**src/rtl/udc_bcd_counter.sv**
```systemverilog
// Multi-digit BCD up/down counter with start/stop/pause control, parallel load and terminal-count pulse.
// Optional build macro UDC_SATURATE_EN: saturate at all-nines/all-zeros and pause instead of wrapping.
module udc_bcd_counter #(
  parameter int DIGITS = 4
) (
  input  logic                  clk,
  input  logic                  rst,
  input  logic                  en,
  input  logic                  up,
  input  logic                  start,
  input  logic                  stop,
  input  logic                  load,
  input  logic [4*DIGITS-1:0]   load_val,
  output logic [4*DIGITS-1:0]   count,
  output logic                  tc,
  output logic                  running
);

  localparam int W = 4 * DIGITS;

  typedef enum logic [1:0] {
    IDLE  = 2'd0,
    COUNT = 2'd1,
    PAUSE = 2'd2
  } state_t;

  state_t         state_r;
  logic [W-1:0]   count_r;
  logic           tc_r;
  logic           running_r;

  logic [W-1:0]   inc_val_s;
  logic           inc_wrap_s;
  logic [W-1:0]   dec_val_s;
  logic           dec_wrap_s;
  logic [W-1:0]   clamp_val_s;

  // Ripple-carry increment, one 4-bit digit at a time; MSB of result flags all-nines wrap.
  function automatic logic [W:0] bcd_inc(input logic [W-1:0] v);
    logic [W-1:0] r;
    logic         c;
    logic [3:0]   d;
    r = '0;
    c = 1'b1;
    for (int i = 0; i < DIGITS; i++) begin
      d = v[4*i +: 4];
      if (c) begin
        if (d >= 4'd9) begin
          r[4*i +: 4] = 4'd0;
          c           = 1'b1;
        end else begin
          r[4*i +: 4] = d + 4'd1;
          c           = 1'b0;
        end
      end else begin
        r[4*i +: 4] = d;
      end
    end
    return {c, r};
  endfunction

  // Ripple-borrow decrement; MSB of result flags all-zeros wrap.
  function automatic logic [W:0] bcd_dec(input logic [W-1:0] v);
    logic [W-1:0] r;
    logic         b;
    logic [3:0]   d;
    r = '0;
    b = 1'b1;
    for (int i = 0; i < DIGITS; i++) begin
      d = v[4*i +: 4];
      if (b) begin
        if (d == 4'd0) begin
          r[4*i +: 4] = 4'd9;
          b           = 1'b1;
        end else begin
          r[4*i +: 4] = d - 4'd1;
          b           = 1'b0;
        end
      end else begin
        r[4*i +: 4] = d;
      end
    end
    return {b, r};
  endfunction

  function automatic logic [W-1:0] bcd_clamp(input logic [W-1:0] v);
    logic [W-1:0] r;
    r = '0;
    for (int i = 0; i < DIGITS; i++) begin
      if (v[4*i +: 4] > 4'd9) begin
        r[4*i +: 4] = 4'd9;
      end else begin
        r[4*i +: 4] = v[4*i +: 4];
      end
    end
    return r;
  endfunction

  // Next-value arithmetic for tick and load paths.
  always_comb begin
    {inc_wrap_s, inc_val_s} = bcd_inc(count_r);
    {dec_wrap_s, dec_val_s} = bcd_dec(count_r);
    clamp_val_s             = bcd_clamp(load_val);
  end

  // Control FSM with registered count, tc and running.
  always_ff @(posedge clk) begin
    if (rst) begin
      state_r   <= IDLE;
      count_r   <= '0;
      tc_r      <= 1'b0;
      running_r <= 1'b0;
    end else begin
      tc_r <= 1'b0;
      if (load && (state_r != COUNT)) begin
        count_r <= clamp_val_s;
      end else begin
        case (state_r)
          IDLE: begin
            if (start && !stop) begin
              state_r   <= COUNT;
              running_r <= 1'b1;
            end else begin
              state_r   <= IDLE;
              running_r <= 1'b0;
            end
          end
          COUNT: begin
            if (stop) begin
              state_r   <= PAUSE;
              running_r <= 1'b0;
            end else if (en) begin
              if (up) begin
                if (inc_wrap_s) begin
                  tc_r <= 1'b1;
`ifdef UDC_SATURATE_EN
                  state_r   <= PAUSE;
                  running_r <= 1'b0;
`else
                  count_r   <= inc_val_s;
`endif
                end else begin
                  count_r <= inc_val_s;
                end
              end else begin
                if (dec_wrap_s) begin
                  tc_r <= 1'b1;
`ifdef UDC_SATURATE_EN
                  state_r   <= PAUSE;
                  running_r <= 1'b0;
`else
                  count_r   <= dec_val_s;
`endif
                end else begin
                  count_r <= dec_val_s;
                end
              end
            end else begin
              state_r <= COUNT;
            end
          end
          PAUSE: begin
            // stop from PAUSE is a clear; stop beats a simultaneous start
            if (stop) begin
              state_r   <= IDLE;
              count_r   <= '0;
              running_r <= 1'b0;
            end else if (start) begin
              state_r   <= COUNT;
              running_r <= 1'b1;
            end else begin
              state_r <= PAUSE;
            end
          end
          default: begin
            state_r   <= IDLE;
            running_r <= 1'b0;
          end
        endcase
      end
    end
  end

  assign count   = count_r;
  assign tc      = tc_r;
  assign running = running_r;

endmodule

```
**config.mk**
```make
export PLATFORM = sky130hd
export DESIGN_NAME = udc_bcd_counter
export DESIGN_NICKNAME = d
export VERILOG_FILES = /design/src/rtl/udc_bcd_counter.sv
export SDC_FILE = /design/constraint.sdc
export NUM_CORES = 1
export LEC_CHECK = 0
export CELL_PAD_IN_SITES_DETAIL_PLACEMENT = 1
export CELL_PAD_IN_SITES_GLOBAL_PLACEMENT = 1
export CORE_MARGIN = 3
export CORE_UTILIZATION = 40
export DETAILED_ROUTE_END_ITERATION = 12
export HOLD_SLACK_MARGIN = 0.12
export PLACE_DENSITY_LB_ADDON = 0.1
export SYNTH_ARGS = -nofsm -noshare
export SYNTH_HDL_FRONTEND = slang
export SYNTH_SLANG_ARGS = --single-unit
```
**constraint.sdc**
```tcl
create_clock -name clk -period 6.25 [get_ports clk]
set_input_delay 1.25 -clock clk [delete_from_list [all_inputs] [get_ports clk]]
set_output_delay 1.25 -clock clk [all_outputs]
set_load 0.02 [all_outputs]
```
==> reports/metrics.cfg <==
[run_status]
status=finished, final reports clean

[timing]
slew_headroom_pct=21.7
worst_slew_pin_slew_ns=1.17
grt_setup_unrepaired=no
whs_ns=0.519
setup_tns_ns=0
skew_ns=0.00767
hold_viol=0
final_max_slew_viol_count=0
setup_violations=0
layout_min_cycle_time_ns=3.42
fmax_mhz=293
period_share_pct=54.7

[worst_setup_path]
path_buf_inv=1
start_kind=primary input
worst-path-max-fanout=13
crit_arrival_ns=3.57
cp-end-kind=flop
reg2reg_setup_slack_ns=3.86
slowest_stage=a21oi_1
critPathMaxStageDelay_ns=0.93
path_cells=clkdlybuf4s50_1 -> nand2b_1 -> a21oi_1 -> o21ai_0 -> a311oi_1
path_delay_family=compound AO/OA/AOI/OAI gates
crit_type=primary input to flop
cp.required_ns=6.40

[logic_synthesis]
syn_nets=278
synthArstFlopShare_pct=0
synth_common_cells=nor2_1 (26), dfxtp_1 (20), ha_1 (15)
syn-instance-count=240
synth_seq_cells=20
synth_edf_count=0
yosys-top-cells-area=dfxtp_1 (22%), ha_1 (10%), a211oi_1 (5.2%), nor2_1 (5.2%), a21oi_1 (3.5%)
synth_ff_type=dfxtp_1
avgSynthCellArea_sq_um=7.75
synth.most_common_cell=nor2_1
seq_area_frac_synth_pct=21.5
synth_top_area_share_pct=21.5
synth_largest_area_cell=dfxtp_1
yosysWarnings=0
yosysUniqueCellTypes=62
synth_area_sq_um=1860

[route]
num_vias=1976
drcViolationCount=0
wl_per_cell_microns=17.9
vias_per_cell=6.19
drtPass1Iterations=4
finalWirelength_microns=5710
drtIter0Drc=74
ant_nets=0

[floorplan]
rows=24
die_area_sq_um=5500
ios=41
core_sq_um=4410
die_w_microns=74.2
die_y_microns=74.2
start_util_pct=42.1

[final_layout]
drive_gt1_share_pct=6.74
regArea_sq_um=400
nNetsFinal=307
n_antenna_cell=0
nFillCells=549
area_delta_synth_final_pct=22.9
multi_input_area_sq_um=1330

[hold_path]
hp-class=flop to flop

[power_and_ir_drop]
finalPower_mw=0.441
p_leak_nw=0.828
vdd_drop_max_v=0.0000926
power_density_nw_per_um2=193

[grt]
grt_usage_pct=21.8
grt-ovfl-total=0
antenna_found_initial=0
grt_max_degree=31
grt_pass1_vias=1881
grt_pass1_wl_microns=9320

[clocking]
ctsResizeCount=0
cts_buffer_depth=2
clkTransAtPathRegs_ns=0.08
post-cts-setup-buffer-count=0
root_buffer=clkbuf_8
htree_levels=1
numClockSinks=20
insertion_delay_ns=0.26
cts_tree=built
hold_buffers=0
cts_buffers=3

[place]
gp_congestion=0.796
io_buffer_count=40
place_hpwl_microns=4220

[job]
drv_cap=0

==> per-stage QoR <==
| step | util (%) | instances | setup WS (ns) | area [sq um] |
|---|---|---|---|---|
| detailed placement | 50.8 | 316 | 2.61 | 2240 |
| global placement | 50.8 | 316 | 2.75 | 2240 |
| CTS | 51.8 | 319 | 2.89 | 2280 |
| global route | 51.8 | 319 | 2.62 | 2280 |
| finish | 51.8 | 319 | 2.83 | 2280 |
| floorplan | - | 240 | 3.69 | 1860 |
==> placed cells by master (no fill, tap or decap), drive strengths merged, types with 3 or more instances in the layout <==
| cell | instances |
|---|---|
| a32oi | 6 |
| nor4b | 3 |
| a21oi | 13 |
| a31o | 3 |
| nand2 | 12 |
| inv | 12 |
| nand2b | 8 |
| nor2b | 4 |
| or3b | 4 |
| nor3 | 10 |
| and2 | 3 |
| clkbuf | 3 |
| dfxtp | 20 |
| o31ai | 3 |
| nor2 | 26 |
| a22oi | 3 |
| nand3 | 6 |
| o21ai | 10 |
| ha | 15 |
| a31oi | 3 |
| clkdlybuf4s50 | 40 |
| or3 | 3 |
| a311oi | 4 |
| a211oi | 13 |
==> metal layers <==
layer	vias to the layer above	global-route usage [%]	part of all wire [%]
met1	958	29.2	46
met5	-	0	0
met2	48	37.2	49
li1	964	-	-
met4	0	4.63	0.65
met3	6	2.84	4.0
==> report_power, final <==
part / switching [mW] / leakage, nW / internal [mW] / total (mW)
Combinational: 0.0978 / 0.642 / 0.0911 / 0.189
Clock: 0.0441 / 0.0216 / 0.0430 / 0.0871
Sequential: 0.0257 / 0.165 / 0.139 / 0.165
==> final cells by class <==
type                    instances  area share, %
clock buffers                   3           1.81
well taps                      52           2.85
inverters                      12           1.97
multi-input cells             191           58.0
flip-flops and latches         20           17.5
repair buffers                 41           17.9
==> final timing paths <==
check / startpoint / endpoint / cells past startpoint
max: load / count[0] / 5
min: running / running / 2
max reg2reg: count[4] / count[14] / 7
min reg2reg: running / running / 2
==> kinds of logic (layout without fill, tap and decap cells) <==
kind of cell               after synthesis  count (layout)  share of synthesized area [%]
AOI/OAI and AO/OA                       82              82                           32.2
xor gates and xnor gates                 1               1                          0.471
adders and majority gates               15              15                           10.1
buffers and inverters                   29              56                           7.20
DFF                                     20              20                           21.5
muxes                                    3               3                           1.75
and+or+nand+nor                         90              90                           26.8
==> state kept, by name (all words and copies together) (netlist names) <==
register	count
count	16
state_r	2
running	1
tc	1
==> worst register-to-register path, delay by kind of cell, from the launching register on <==
family	cells	cell delay, ns
compound gates	3	1.00
fa+ha+maj	1	0.22
buf+inv	1	0.14
flops	1	0.51
simple gates	2	0.36
Power figures use the tool's default switching activity.
